$ cat config.mk
export PLATFORM = sky130hd
export DESIGN_NAME = divider_flat
export DESIGN_NICKNAME = d
export VERILOG_FILES = /design/src/rtl/divider_if.sv /design/src/rtl/divider.sv /design/src/flat_wrapper.sv
export SDC_FILE = /design/constraint.sdc
export NUM_CORES = 1
export LEC_CHECK = 0
export ABC_AREA = 1
export BUFFER_PORTS_ARGS = -buffer_cell sky130_fd_sc_hd__buf_4
export CORE_MARGIN = 5
export CORE_UTILIZATION = 65
export DETAILED_ROUTE_END_ITERATION = 12
export GPL_ROUTABILITY_DRIVEN = 0
export PLACE_DENSITY_LB_ADDON = 0.1
export SYNTH_ARGS = -nofsm -noshare
export SYNTH_HDL_FRONTEND = slang
export SYNTH_SLANG_ARGS = --single-unit
$ cat constraint.sdc
create_clock -name clk -period 4.2 [get_ports clk]
set_clock_uncertainty 0.2 [all_clocks]
set_input_delay 0 -clock clk [delete_from_list [all_inputs] [get_ports clk]]
set_output_delay 0 -clock clk [all_outputs]
set_load 0.02 [all_outputs]
$ cat src/rtl/divider_if.sv
// -----------------------------------------------------------------------------
// divider_if : request/result bundle for the sequential divider
//
//   en        master -> slave  enable; low freezes the divider
//   start     master -> slave  division request
//   dividend  master -> slave  2*WIDTH-bit numerator
//   divisor   master -> slave  WIDTH-bit denominator
//   quotient  slave -> master  WIDTH-bit result
//   remainder slave -> master  WIDTH-bit remainder
//   busy      slave -> master  operation in progress
//   ready     slave -> master  quotient/remainder valid
//   err       slave -> master  result invalid (divide-by-zero / overflow)
// -----------------------------------------------------------------------------
interface divider_if #(
   parameter int WIDTH = 16
);
   logic                 en;
   logic                 start;
   logic [2*WIDTH-1:0]   dividend;
   logic [WIDTH-1:0]     divisor;
   logic [WIDTH-1:0]     quotient;
   logic [WIDTH-1:0]     remainder;
   logic                 busy;
   logic                 ready;
   logic                 err;

   modport master (
      output en, start, dividend, divisor,
      input  quotient, remainder, busy, ready, err
   );

   modport slave (
      input  en, start, dividend, divisor,
      output quotient, remainder, busy, ready, err
   );
endinterface

$ cat src/rtl/divider.sv
// -----------------------------------------------------------------------------
// divider : sequential restoring divider, 2*WIDTH / WIDTH, one quotient bit
//           per clock, MSB first.
//
// Ports
//   clk    system clock, rising edge
//   res_n  asynchronous active-low reset
//   bus    divider_if.slave (en, start, dividend, divisor in;
//          quotient, remainder, busy, ready, err out)
//
// Timing: a request accepted on edge 0 keeps busy high for WIDTH cycles and
// lands in DONE on edge WIDTH. Divide-by-zero (and overflow, when checked)
// skips the iterations and finishes on the next edge with a saturated
// quotient and err=1.
//
// Configuration macro: DIVIDER_OVERFLOW_CHECK_EN
//   defined   : a dividend whose high half is >= divisor saturates with err=1.
//   undefined : such a dividend runs normally and the quotient holds the low
//               WIDTH bits of the true quotient.
// -----------------------------------------------------------------------------
module divider #(
   parameter int WIDTH = 16
) (
   input  logic     clk,
   input  logic     res_n,
   divider_if.slave bus
);

   localparam int            CW   = $clog2(WIDTH + 1);
   localparam logic [CW-1:0] LAST = CW'(WIDTH - 1);

   typedef enum logic [1:0] {
      IDLE,
      BUSY,
      DONE
   } state_e;

   state_e             state_q;
   logic [CW-1:0]      cnt_q;
   logic [WIDTH-1:0]   rem_q;      // partial remainder, always < dsr_q
   logic [WIDTH-1:0]   lo_q;       // dividend bits still to be shifted in
   logic [WIDTH-1:0]   quo_q;
   logic [WIDTH-1:0]   dsr_q;
   logic               busy_q;
   logic               ready_q;
   logic               err_q;
   logic               sat_q;      // finish next edge with a saturated result

   logic               sat_d;
   logic [WIDTH-1:0]   rem_init_d;
   logic [WIDTH:0]     shifted;
   logic               q_bit;
   logic [WIDTH-1:0]   rem_step;

`ifndef DIVIDER_OVERFLOW_CHECK_EN
   // Reduces the dividend high half modulo the divisor. Starting the
   // iterations from (high mod divisor) makes the WIDTH produced quotient
   // bits equal the low WIDTH bits of the true quotient even when the full
   // quotient does not fit, and keeps the partial remainder below divisor.
   function automatic logic [WIDTH-1:0] mod_high(
      input logic [WIDTH-1:0] u,
      input logic [WIDTH-1:0] d
   );
      logic [WIDTH:0] r;
      r = '0;
      for (int i = WIDTH - 1; i >= 0; i--) begin
         r = {r[WIDTH-1:0], u[i]};
         if (r >= {1'b0, d}) r = r - {1'b0, d};
      end
      return r[WIDTH-1:0];
   endfunction
`endif

   // Operand screening at acceptance time.
   // NOTE: every signal assigned in always_comb gets a default first so no
   // path leaves it unassigned and no latch is inferred.
   always_comb begin
      sat_d      = 1'b0;
      rem_init_d = '0;
`ifdef DIVIDER_OVERFLOW_CHECK_EN
      // Covers divisor == 0 as well: any high half is >= 0.
      sat_d      = (bus.dividend[2*WIDTH-1:WIDTH] >= bus.divisor);
      rem_init_d = bus.dividend[2*WIDTH-1:WIDTH];
`else
      sat_d      = (bus.divisor == '0);
      if (!sat_d) rem_init_d = mod_high(bus.dividend[2*WIDTH-1:WIDTH], bus.divisor);
`endif
   end

   // One restoring step: bring in the next dividend bit, subtract if it fits.
   always_comb begin
      shifted  = {rem_q, lo_q[WIDTH-1]};
      q_bit    = (shifted >= {1'b0, dsr_q});
      rem_step = q_bit ? WIDTH'(shifted - {1'b0, dsr_q}) : WIDTH'(shifted);
   end

   // NOTE: state is updated with non-blocking assignments so every register
   // samples the pre-edge values of the others, as real flops do.
   always_ff @(posedge clk or negedge res_n) begin
      if (!res_n) begin
         // NOTE: the datapath registers are reset too, because quotient and
         // remainder are driven straight from them and must read zero.
         state_q <= IDLE;
         cnt_q   <= '0;
         rem_q   <= '0;
         lo_q    <= '0;
         quo_q   <= '0;
         dsr_q   <= '0;
         busy_q  <= 1'b0;
         ready_q <= 1'b0;
         err_q   <= 1'b0;
         sat_q   <= 1'b0;
      end else if (bus.en) begin
         case (state_q)
            IDLE, DONE: begin
               if (bus.start) begin
                  state_q <= BUSY;
                  busy_q  <= 1'b1;
                  ready_q <= 1'b0;
                  err_q   <= 1'b0;
                  cnt_q   <= '0;
                  sat_q   <= sat_d;
                  rem_q   <= rem_init_d;
                  lo_q    <= bus.dividend[WIDTH-1:0];
                  dsr_q   <= bus.divisor;
                  quo_q   <= '0;
               end
            end
            BUSY: begin
               if (sat_q) begin
                  state_q <= DONE;
                  busy_q  <= 1'b0;
                  ready_q <= 1'b1;
                  err_q   <= 1'b1;
                  quo_q   <= '1;
                  rem_q   <= '0;
               end else begin
                  rem_q <= rem_step;
                  lo_q  <= {lo_q[WIDTH-2:0], 1'b0};
                  quo_q <= {quo_q[WIDTH-2:0], q_bit};
                  cnt_q <= cnt_q + 1'b1;
                  // The counter reaches WIDTH on this edge and stops there.
                  if (cnt_q == LAST) begin
                     state_q <= DONE;
                     busy_q  <= 1'b0;
                     ready_q <= 1'b1;
                  end
               end
            end
            default: state_q <= IDLE;
         endcase
      end
   end

   assign bus.quotient  = quo_q;
   assign bus.remainder = rem_q;
   assign bus.busy      = busy_q;
   assign bus.ready     = ready_q;
   assign bus.err       = err_q;

endmodule

$ cat src/flat_wrapper.sv
// flat-port wrapper written by rule: the top's interface ports become plain ports
module divider_flat 
#(
   parameter int WIDTH = 16
)
  (clk, res_n, bus_en, bus_start, bus_dividend, bus_divisor, bus_quotient, bus_remainder, bus_busy, bus_ready, bus_err);
  divider_if #(.WIDTH(WIDTH)) bus_i ();
  input  logic clk;
  input  logic res_n;
  input wire logic [$bits(bus_i.en)-1:0] bus_en;
  input wire logic [$bits(bus_i.start)-1:0] bus_start;
  input wire logic [$bits(bus_i.dividend)-1:0] bus_dividend;
  input wire logic [$bits(bus_i.divisor)-1:0] bus_divisor;
  output wire logic [$bits(bus_i.quotient)-1:0] bus_quotient;
  output wire logic [$bits(bus_i.remainder)-1:0] bus_remainder;
  output wire logic [$bits(bus_i.busy)-1:0] bus_busy;
  output wire logic [$bits(bus_i.ready)-1:0] bus_ready;
  output wire logic [$bits(bus_i.err)-1:0] bus_err;
  assign bus_i.en = bus_en;
  assign bus_i.start = bus_start;
  assign bus_i.dividend = bus_dividend;
  assign bus_i.divisor = bus_divisor;
  assign bus_quotient = bus_i.quotient;
  assign bus_remainder = bus_i.remainder;
  assign bus_busy = bus_i.busy;
  assign bus_ready = bus_i.ready;
  assign bus_err = bus_i.err;
  divider #(.WIDTH(WIDTH)) u_core (.clk(clk), .res_n(res_n), .bus(bus_i));
endmodule
==> report_table.html, run 1 <==
<table>
<tr><th>Metric</th><th>Value</th></tr>
<tr><th colspan="2">Outcome</th></tr>
<tr><td>Run status</td><td>did not finish</td></tr>
<tr><td>Last step reached</td><td>clock tree synthesis</td></tr>
<tr><td>Stop err</td><td>[ERROR DPL-0038] Utilization greater than 100%, impossible to legalize</td></tr>
<tr><th colspan="2">Logic synthesis</th></tr>
<tr><td>Sequential share of the synthesized area</td><td>0.104</td></tr>
<tr><td>Number of nets in the synthesized netlist</td><td>around 3200</td></tr>
<tr><td>Ys Warns</td><td>0</td></tr>
<tr><td>Post-synthesis instance area</td><td>~18000 sq um</td></tr>
<tr><td>Fraction of synthesis flops using an asynchronous set or reset pin</td><td>1.00</td></tr>
<tr><td>Post-synth EDFFs</td><td>0</td></tr>
<tr><td>Most used flip-flop cell after synthesis</td><td>dfrtp_1</td></tr>
<tr><td>Mean instance size in the synthesized netlist</td><td>6.23 sq um</td></tr>
<tr><td>Distinct cell type count after synthesis</td><td>56</td></tr>
<tr><td>Number of synthesized register bits</td><td>between 70 and 80</td></tr>
<tr><td>Cells after synthesis</td><td>2903</td></tr>
<tr><th colspan="2">Placement</th></tr>
<tr><td>Post-DP HPWL</td><td>roughly 70 mm</td></tr>
<tr><td>Quantity of I/O buffers inserted on ports</td><td>86</td></tr>
<tr><th colspan="2">Clock network</th></tr>
<tr><td>Number of buffers inserted during clock tree synthesis</td><td>9</td></tr>
<tr><td>Longest Clk Path Bufs</td><td>2</td></tr>
<tr><td>Post-CTS setup repair buffer count</td><td>253</td></tr>
<tr><td>Sink count of the clock tree</td><td>75</td></tr>
<tr><td>Count of cells resized by post-cts repair</td><td>338</td></tr>
<tr><td>Post-cts hold buffer count</td><td>32</td></tr>
<tr><td>Root buffer cell</td><td>clkbuf_16</td></tr>
<tr><td>H-tree depth reported by CTS</td><td>3</td></tr>
<tr><th colspan="2">Die</th></tr>
<tr><td>Number of placement rows</td><td>61</td></tr>
<tr><td>Die width</td><td>around 180 microns</td></tr>
<tr><td>Initial cell density of the core</td><td>0.655</td></tr>
<tr><td>Die Y</td><td>roughly 180 microns</td></tr>
<tr><td>I/O pins</td><td>87</td></tr>
</table>
==> synthesized netlist by cell type (16+ instances only) <==
library cell,instances,area [sq um]
nand2_1,737,2770
inv_1,449,1690
ha_1,259,3240
nand3_1,247,1240
a21oi_1,239,1200
o21ai_0,166,831
nor2_1,141,529
xor2_1,133,1160
xnor2_1,84,736
dfrtp_1,75,1880
o21bai_1,49,368
clkbuf_1,41,154
nand4_1,40,250
a221o_1,16,160
fa_1,16,320
or2_2,16,100
==> per-stage QoR <==
stage	setup TNS, ns	setup slack [ns]	area, sq um	std cells	hold WS [ns]
global placement	-477.07	-29.87	26400	4213	-0.0192
floorplan	-506.04	-31.67	18800	2903	-0.496
detailed placement	-550.85	-34.48	26400	4213	-0.0130
==> logic make-up after synthesis <==
kind of cell | count (synthesis) | share of synthesized area
AO/OA/AOI/OAI | 547 | 0.172
XOR/XNOR | 217 | 0.105
adder cells (fa/ha/maj) | 275 | 0.197
buffers and inverters | 518 | 0.109
flip-flops | 75 | 0.104
AND/OR/NAND/NOR | 1271 | 0.313
==> run 2: changes to the inputs <==
--- a/config.mk
+++ b/config.mk
@@ -8,10 +8,10 @@
 export ABC_AREA = 1
 export BUFFER_PORTS_ARGS = -buffer_cell sky130_fd_sc_hd__buf_4
 export CORE_MARGIN = 5
-export CORE_UTILIZATION = 65
+export CORE_UTILIZATION = 40
 export DETAILED_ROUTE_END_ITERATION = 12
 export GPL_ROUTABILITY_DRIVEN = 0
-export PLACE_DENSITY_LB_ADDON = 0.1
+export PLACE_DENSITY_LB_ADDON = 0.15
 export SYNTH_ARGS = -nofsm -noshare
 export SYNTH_HDL_FRONTEND = slang
 export SYNTH_SLANG_ARGS = --single-unit
==> run 2 against run 1 <==
Against the previous run: the flow now finishes, with violations (setup timing); synthesized cell count stayed put; area after synthesis did not move.
==> report_table.html, run 2 <==
<table>
<tr><th>Metric</th><th>Value</th></tr>
<tr><th colspan="2">Outcome</th></tr>
<tr><td>Run status</td><td>finished with violations</td></tr>
<tr><td>Failing checks</td><td>setup timing</td></tr>
<tr><th colspan="2">Logic synthesis</th></tr>
<tr><td>Number of synthesized register bits</td><td>75 (unchanged)</td></tr>
<tr><td>Post-synth EDFFs</td><td>0 (unchanged)</td></tr>
<tr><td>Post-synthesis instance area</td><td>18100 sq um (unchanged)</td></tr>
<tr><td>Most repeated cell in the gate-level netlist after synthesis</td><td>nand2_1</td></tr>
<tr><td>Most used flip-flop cell after synthesis</td><td>dfrtp_1</td></tr>
<tr><td>Cells after synthesis</td><td>2903 (unchanged)</td></tr>
<tr><td>Fraction of post-synthesis cell area in the top cell type by area</td><td>0.179 (unchanged)</td></tr>
<tr><td>Mean instance size in the synthesized netlist</td><td>6.23 sq um (unchanged)</td></tr>
<tr><td>Top post-synthesis cells by area</td><td>ha_1, nand2_1, dfrtp_1</td></tr>
<tr><td>Leading cell types by count after synthesis</td><td>nand2_1, inv_1, ha_1, nand3_1, a21oi_1</td></tr>
<tr><td>Post-synthesis cell type with the largest combined area</td><td>ha_1</td></tr>
<tr><td>Fraction of synthesis flops using an asynchronous set or reset pin</td><td>1.00 (unchanged)</td></tr>
<tr><td>Ys Warns</td><td>0 (unchanged)</td></tr>
<tr><td>Distinct cell type count after synthesis</td><td>56 (unchanged)</td></tr>
<tr><td>Number of nets in the synthesized netlist</td><td>3230 (unchanged)</td></tr>
<tr><td>Sequential share of the synthesized area</td><td>0.104 (unchanged)</td></tr>
<tr><th colspan="2">Detailed routing</th></tr>
<tr><td>Wire length after detailed routing</td><td>~74 mm</td></tr>
<tr><td>Initial DRC Count</td><td>roughly 1600</td></tr>
<tr><td># DRC</td><td>0</td></tr>
<tr><td>Vias/cell</td><td>a little over 5</td></tr>
<tr><td>Number of detailed-route iterations in the first pass</td><td>6</td></tr>
<tr><td>Residual antenna-violating net count after detailed routing</td><td>0</td></tr>
<tr><td>Via count of the routed design</td><td>approximately 24000</td></tr>
<tr><td>Routed len/inst</td><td>about 16 microns</td></tr>
<tr><th colspan="2">Clock network</th></tr>
<tr><td>Longest Clk Path Bufs</td><td>2 (unchanged)</td></tr>
<tr><td>Root buffer cell</td><td>clkbuf_16</td></tr>
<tr><td>Number of buffers inserted during clock tree synthesis</td><td>9 (unchanged)</td></tr>
<tr><td>CTS tree</td><td>yes</td></tr>
<tr><td>Clock slew seen by the registers of the worst setup and hold paths</td><td>~0.06 ns</td></tr>
<tr><td>Insertion delay to the later sink of the worst-skew pair</td><td>roughly 0.34 ns</td></tr>
<tr><td>Sink count of the clock tree</td><td>75 (unchanged)</td></tr>
<tr><td>H-tree depth reported by CTS</td><td>3 (unchanged)</td></tr>
<tr><th colspan="2">Die</th></tr>
<tr><td>I/O pins</td><td>87 (unchanged)</td></tr>
<tr><td>Die Y</td><td>223 microns (+26%)</td></tr>
<tr><td>Initial cell density of the core</td><td>0.401 (-0.254)</td></tr>
<tr><td>Area enclosed by the die boundary</td><td>~50000 sq um</td></tr>
<tr><td>Area of the placeable core</td><td>between 40000 and 50000 sq um</td></tr>
<tr><td>Number of placement rows</td><td>78 (+28%)</td></tr>
<tr><td>Die width</td><td>223 microns (+26%)</td></tr>
<tr><th colspan="2">Cells and area</th></tr>
<tr><td>Proportion of layout cells with a drive suffix above 1</td><td>0.399</td></tr>
<tr><td>Synthesis-to-finish area growth</td><td>67.3%</td></tr>
<tr><td>Fill count</td><td>between 3000 and 4000</td></tr>
<tr><td>Most frequent cells in the layout</td><td>buf_4, nand2_1, inv_1</td></tr>
<tr><td>Core utilization of the finished layout</td><td>0.671</td></tr>
<tr><td>Diodes inserted</td><td>0</td></tr>
<tr><td>Final #Nets</td><td>between 4000 and 5000</td></tr>
<tr><td>Most common cell after layout, fill and taps aside</td><td>buf_4</td></tr>
<tr><td>Total non-filler cell area in the finished layout</td><td>between 30000 and 40000 sq um</td></tr>
<tr><th colspan="2">Critical path</th></tr>
<tr><td>Kind of launch point of the worst setup path</td><td>primary input</td></tr>
<tr><td>CP max stage delay</td><td>0.42 ns</td></tr>
<tr><td>Reg-to-reg startpoint</td><td>u_core.dsr_q[2]</td></tr>
<tr><td>Crit Path Category</td><td>in2reg</td></tr>
<tr><td>Type of element capturing the critical path</td><td>register</td></tr>
<tr><td>WP data required</td><td>4.26 ns</td></tr>
<tr><td>CP arrival</td><td>34.76 ns</td></tr>
<tr><td>Slowest cell on the critical path</td><td>fa_1</td></tr>
<tr><td>Most common cell on crit path</td><td>o21bai_1</td></tr>
<tr><td>Worst setup path start</td><td>bus_divisor[0]</td></tr>
<tr><td>Critical-path maximum fanout</td><td>12</td></tr>
<tr><th colspan="2">Timing</th></tr>
<tr><td>Slew at the pin closest to its max-slew limit</td><td>about 1.1 ns</td></tr>
<tr><td>Count of pins over their slew limit</td><td>0</td></tr>
<tr><td>Number of endpoints with negative hold slack in the final report</td><td>0</td></tr>
<tr><td>Post-route clock period utilization</td><td>8.26</td></tr>
<tr><td>Worst-case setup margin in the final layout</td><td>-30.49 ns</td></tr>
<tr><td>Number of setup violations in the final report</td><td>16</td></tr>
<tr><td>Minimum clock period</td><td>around 35 ns</td></tr>
<tr><td>Setup repair after global routing missed its margin</td><td>yes</td></tr>
<tr><td>Max Freq</td><td>a little under 30 MHz</td></tr>
<tr><td>Headroom to the max-slew limit</td><td>0.231</td></tr>
<tr><th colspan="2">Global routing</th></tr>
<tr><td>Initial antenna violation count</td><td>0</td></tr>
<tr><td>Maximum number of pins on one net before global-route repair</td><td>76</td></tr>
<tr><td>Remaining global-route overflow</td><td>0</td></tr>
<tr><td>Vias in the first global route</td><td>23312</td></tr>
<tr><td>First-pass GRT wire length</td><td>~110 mm</td></tr>
<tr><td>Overall fraction of global-route tracks in use</td><td>0.273</td></tr>
<tr><th colspan="2">Placement</th></tr>
<tr><td>Standard cell area after detailed placement</td><td>26800 sq um (+1.7%)</td></tr>
<tr><td>Quantity of I/O buffers inserted on ports</td><td>86 (unchanged)</td></tr>
<tr><td>Post-DP HPWL</td><td>54.7 mm (-22%)</td></tr>
<tr><th colspan="2">Worst hold path</th></tr>
<tr><td>Start point of the worst min-delay path</td><td>bus_divisor[5]</td></tr>
<tr><td>Class of the worst hold path</td><td>in2reg</td></tr>
<tr><th colspan="2">Job</th></tr>
<tr><td>Number of max-cap violations</td><td>0</td></tr>
</table>
==> run 2: cell counts after synthesis <==
Identical to the previous run, type by type.
==> run 2: worst paths after layout <==
path	to	slack [ns]	cells after the start
max in group asynchronous	u_core.bus.remainder[5]	3.03	2
hold / removal	u_core.sat_q	0.04	7
min in group asynchronous	u_core.bus.quotient[13]	0.15	2
setup / recovery	u_core.bus.remainder[14]	-30.49	278
hold reg to reg	u_core.bus.quotient[15]	0.29	2
setup reg to reg	u_core.bus.remainder[6]	-0.08	24
==> run 2: kinds of logic after synthesis <==
group | Yosys count | share of synthesized area
AO/OA/AOI/OAI | 547 | 0.172
XOR/XNOR | 217 | 0.105
adder cells (fa/ha/maj) | 275 | 0.197
buffers and inverters | 518 | 0.109
flip-flops | 75 | 0.104
AND/OR/NAND/NOR | 1271 | 0.313
==> run 2: final cells by class <==
| class | count | area (sq um) | area share |
|---|---|---|---|
| timing repair buffer | 1208 | 9310 | 0.308 |
| clock buffer | 10 | 239 | 0.00789 |
| clock inverter | 6 | 95.1 | 0.00314 |
| multi-input combinational | 2313 | 16300 | 0.537 |
| sequential | 75 | 1880 | 0.0620 |
| inverter | 456 | 1730 | 0.0572 |
| tap | 600 | 751 | 0.0248 |
==> run 2: per-layer routing <==
layer | global-route usage | vias to the layer above | share of wire
met5 | 0 | - | 0
met4 | 0.0984 | 0 | 0.043
met3 | 0.0197 | 196 | 0.044
met2 | 0.472 | 669 | 0.48
met1 | 0.358 | 11179 | 0.44
li1 | - | 11940 | -
==> run 2: critical path, delay by kind of cell <==
kind,cells,cell delay [ns]
buf+inv,39,3.25
simple gates,93,9.55
compound gates,129,17.72
xor+xnor,1,0.06
fa+ha+maj,16,4.15
==> run 2: timing repair <==
| action | CTS | global route |
|---|---|---|
| hold buffers | 35 | 0 |
| setup endpoints to repair | 16 | 16 |
| pin swaps | 70 | 194 |
| resized for setup | 85 | 273 |
| gates cloned | 2 | 2 |
| endpoints found under the hold margin | 108 | 0 |
| setup buffers | 75 | 76 |
==> run 2: metrics by stage <==
step / cells / setup TNS (ns) / hold slack, ns / setup WS (ns)
floorplan: 2903 / -506.04 / -0.496 / -31.67
global placement: 4463 / -483.98 / -0.00752 / -30.31
detailed placement: 4463 / -501.95 / -0.00404 / -31.42
CTS: 4591 / -474.65 / 0.0113 / -29.70
global route: 4668 / -531.64 / 0.0796 / -33.25
finish: 4668 / -487.19 / 0.0388 / -30.49
Power of run 2 is left out: the tool's default activity adds up to more than one toggle a clock period on the data nets, which glitch-free logic cannot reach.
==> run 3: changes to the inputs <==
--- a/config.mk
+++ b/config.mk
@@ -7,11 +7,13 @@
 export LEC_CHECK = 0
 export ABC_AREA = 1
 export BUFFER_PORTS_ARGS = -buffer_cell sky130_fd_sc_hd__buf_4
+export CORE_ASPECT_RATIO = 1.2
 export CORE_MARGIN = 5
 export CORE_UTILIZATION = 40
 export DETAILED_ROUTE_END_ITERATION = 12
 export GPL_ROUTABILITY_DRIVEN = 0
 export PLACE_DENSITY_LB_ADDON = 0.15
+export SETUP_SLACK_MARGIN = 0.02
 export SYNTH_ARGS = -nofsm -noshare
 export SYNTH_HDL_FRONTEND = slang
 export SYNTH_SLANG_ARGS = --single-unit
==> run 3 against run 2 <==
Against the previous run: the flow still finishes with violations (setup timing); register-to-register slack better by 0.09 ns; hold slack worse by 0.013 ns; via count up 7.8%; cell area up 5.6%; critical path type unchanged.
==> report_table.html, run 3 (synthesized netlist as in run 2, its figures left out) <==
<table>
<tr><th>Metric</th><th>Value</th></tr>
<tr><th colspan="2">Die</th></tr>
<tr><td>Number of placement rows</td><td>85 (+9.0%)</td></tr>
<tr><td>Initial cell density of the core</td><td>0.404 (+0.00281)</td></tr>
<tr><td>I/O pins</td><td>87 (unchanged)</td></tr>
<tr><td>Area enclosed by the die boundary</td><td>49600 sq um (about the same)</td></tr>
<tr><td>Die width</td><td>204 microns (-8.3%)</td></tr>
<tr><td>Area of the placeable core</td><td>44800 sq um (-0.70%)</td></tr>
<tr><td>Die Y</td><td>243 microns (+9.1%)</td></tr>
<tr><th colspan="2">Critical path</th></tr>
<tr><td>Type of element capturing the critical path</td><td>register</td></tr>
<tr><td>Slowest cell on the critical path</td><td>ha_1</td></tr>
<tr><td>CP max stage delay</td><td>0.34 ns (-0.08 ns)</td></tr>
<tr><td>Crit Path Category</td><td>in2reg</td></tr>
<tr><td>Kind of launch point of the worst setup path</td><td>primary input</td></tr>
<tr><td>Critical-path maximum fanout</td><td>14 (+2)</td></tr>
<tr><td>Most common cell on crit path</td><td>buf_4</td></tr>
<tr><td>WP data required</td><td>4.21 ns (-0.05 ns)</td></tr>
<tr><td>CP arrival</td><td>36.31 ns (+1.55 ns)</td></tr>
<tr><th colspan="2">Timing</th></tr>
<tr><td>Minimum clock period</td><td>36.29 ns (+1.60 ns)</td></tr>
<tr><td>Number of setup violations in the final report</td><td>16 (unchanged)</td></tr>
<tr><td>Count of pins over their slew limit</td><td>0 (unchanged)</td></tr>
<tr><td>Slew at the pin closest to its max-slew limit</td><td>1.40 ns (+0.246 ns)</td></tr>
<tr><td>Setup repair after global routing missed its margin</td><td>yes</td></tr>
<tr><td>Setup TNS</td><td>-512.80 ns (-25.61 ns)</td></tr>
<tr><td>Max Freq</td><td>27.6 MHz (-4.4%)</td></tr>
<tr><td>Post-route worst hold slack</td><td>0.0258 ns (-0.0130 ns)</td></tr>
<tr><td>Post-route clock period utilization</td><td>8.64 (+0.381)</td></tr>
<tr><td>Headroom to the max-slew limit</td><td>0.0661 (-0.164)</td></tr>
<tr><td>Number of endpoints with negative hold slack in the final report</td><td>0 (unchanged)</td></tr>
<tr><td>Worst-case setup margin in the final layout</td><td>-32.09 ns (-1.60 ns)</td></tr>
<tr><th colspan="2">Clock network</th></tr>
<tr><td>Clock slew seen by the registers of the worst setup and hold paths</td><td>0.06 ns (about the same)</td></tr>
<tr><td>Insertion delay to the later sink of the worst-skew pair</td><td>0.33 ns (about the same)</td></tr>
<tr><td>Longest Clk Path Bufs</td><td>2 (unchanged)</td></tr>
<tr><td>Sink count of the clock tree</td><td>75 (unchanged)</td></tr>
<tr><td>Number of buffers inserted during clock tree synthesis</td><td>9 (unchanged)</td></tr>
<tr><td>Root buffer cell</td><td>clkbuf_16</td></tr>
<tr><td>CTS tree</td><td>yes</td></tr>
<tr><td>H-tree depth reported by CTS</td><td>3 (unchanged)</td></tr>
<tr><th colspan="2">Global routing</th></tr>
<tr><td>Overall fraction of global-route tracks in use</td><td>0.304 (+0.0310)</td></tr>
<tr><td>Vias in the first global route</td><td>26288 (+13%)</td></tr>
<tr><td>Initial antenna violation count</td><td>1 (+1)</td></tr>
<tr><td>Maximum number of pins on one net before global-route repair</td><td>76 (unchanged)</td></tr>
<tr><td>First-pass GRT wire length</td><td>126 mm (+10%)</td></tr>
<tr><td>Remaining global-route overflow</td><td>0 (unchanged)</td></tr>
<tr><th colspan="2">Placement</th></tr>
<tr><td>Standard cell area after detailed placement</td><td>26700 sq um (-0.43%)</td></tr>
<tr><td>Post-DP HPWL</td><td>54.9 mm (+0.39%)</td></tr>
<tr><td>Quantity of I/O buffers inserted on ports</td><td>86 (unchanged)</td></tr>
<tr><th colspan="2">Cells and area</th></tr>
<tr><td>Synthesis-to-finish area growth</td><td>76.8%</td></tr>
<tr><td>Total non-filler cell area in the finished layout</td><td>32000 sq um (+5.6%)</td></tr>
<tr><td>Proportion of layout cells with a drive suffix above 1</td><td>0.431 (+0.0315)</td></tr>
<tr><td>Most common cell after layout, fill and taps aside</td><td>buf_4</td></tr>
<tr><td>Most frequent cells in the layout</td><td>buf_4, nand2_1, inv_1</td></tr>
<tr><td>Final #Nets</td><td>4603 (+4.9%)</td></tr>
<tr><td>Core utilization of the finished layout</td><td>0.714 (+0.0429)</td></tr>
<tr><th colspan="2">Job</th></tr>
<tr><td>Number of max-cap violations</td><td>0 (unchanged)</td></tr>
<tr><th colspan="2">Detailed routing</th></tr>
<tr><td>Initial DRC Count</td><td>1557 (-2.4%)</td></tr>
<tr><td>Routed len/inst</td><td>17.0 microns (+7.4%)</td></tr>
<tr><td>Number of detailed-route iterations in the first pass</td><td>7 (+1)</td></tr>
<tr><td>Vias/cell</td><td>5.29 (+2.9%)</td></tr>
<tr><td>Via count of the routed design</td><td>25864 (+7.8%)</td></tr>
<tr><td>Residual antenna-violating net count after detailed routing</td><td>0 (unchanged)</td></tr>
<tr><td>Wire length after detailed routing</td><td>83.0 mm (+12%)</td></tr>
<tr><td># DRC</td><td>0 (unchanged)</td></tr>
<tr><th colspan="2">Outcome</th></tr>
<tr><td>Run status</td><td>finished with violations</td></tr>
<tr><td>Failing checks</td><td>setup timing</td></tr>
<tr><th colspan="2">Worst hold path</th></tr>
<tr><td>Class of the worst hold path</td><td>in2reg</td></tr>
</table>
-- run 3: cell types whose count changed in the layout (fill, tap and decap cells not counted), sizes merged --
cell,previous run,this run
dlygate4sd3,35,34
inv,453,452
clkinv,7,5
nand2,752,751
clkinvlp,0,2
diode,0,1
buf,1172,1387
clkbuf,11,12
-- run 3: worst max-delay path, delay by kind of cell --
family / cells / cell delay [ns]
and+or+nand+nor: 90 / 9.14
xor gates and xnor gates: 3 / 0.44
adders and majority gates: 15 / 3.78
buffers and inverters: 79 / 8.42
AOI/OAI and AO/OA: 97 / 14.39
-- run 3: final timing paths --
path	startpoint	endpoint	slack (ns)	cells past startpoint
setup / recovery	bus_divisor[0]	u_core.bus.remainder[15]	-32.09	284
hold / removal	bus_divisor[14]	u_core.sat_q	0.03	6
setup reg to reg	u_core.bus.remainder[1]	u_core.bus.remainder[0]	0.01	22
hold reg to reg	u_core.bus.quotient[15]	u_core.bus.quotient[15]	0.29	2
max in group asynchronous	res_n	u_core.bus.remainder[1]	3.01	2
min in group asynchronous	res_n	u_core.lo_q[13]	0.17	2
-- run 3: what timing repair did --
| item | 4_1_cts | 5_1_grt |
|---|---|---|
| endpoints found under the setup margin | 16 | 17 |
| endpoints found under the hold margin | 109 | 0 |
| cloned | 5 | 0 |
| hold buffers | 34 | 0 |
| gates resized for setup | 175 | 192 |
| pin swaps | 167 | 239 |
| setup buffers | 335 | 51 |
-- run 3: area by class of cell --
class / instances / area (sq um)
antenna: 1 / 2.50
tap: 609 / 762
clock buffer: 11 / 253
multi-input combinational: 2312 / 16300
inverter: 456 / 1730
sequential: 75 / 1880
fill: 3364 / 12800
clock inverter: 5 / 83.8
timing repair buffer: 1422 / 11000
-- run 3: through the flow --
step | worst slack [ns] | std cells
floorplan | -31.67 | 2903
global placement | -30.63 | 4450
detailed placement | -31.67 | 4450
CTS | -29.57 | 4840
global route | -34.59 | 4891
finish | -32.09 | 4891
-- run 3: routing by layer --
layer / vias to the layer above / share of wire / track usage
met4: 0 / 0.078 / 0.184
met1: 12055 / 0.37 / 0.332
met5: - / 0 / 0
met3: 435 / 0.051 / 0.0243
li1: 12341 / - / -
met2: 1033 / 0.50 / 0.565
Power of run 3 is left out for the same reason.
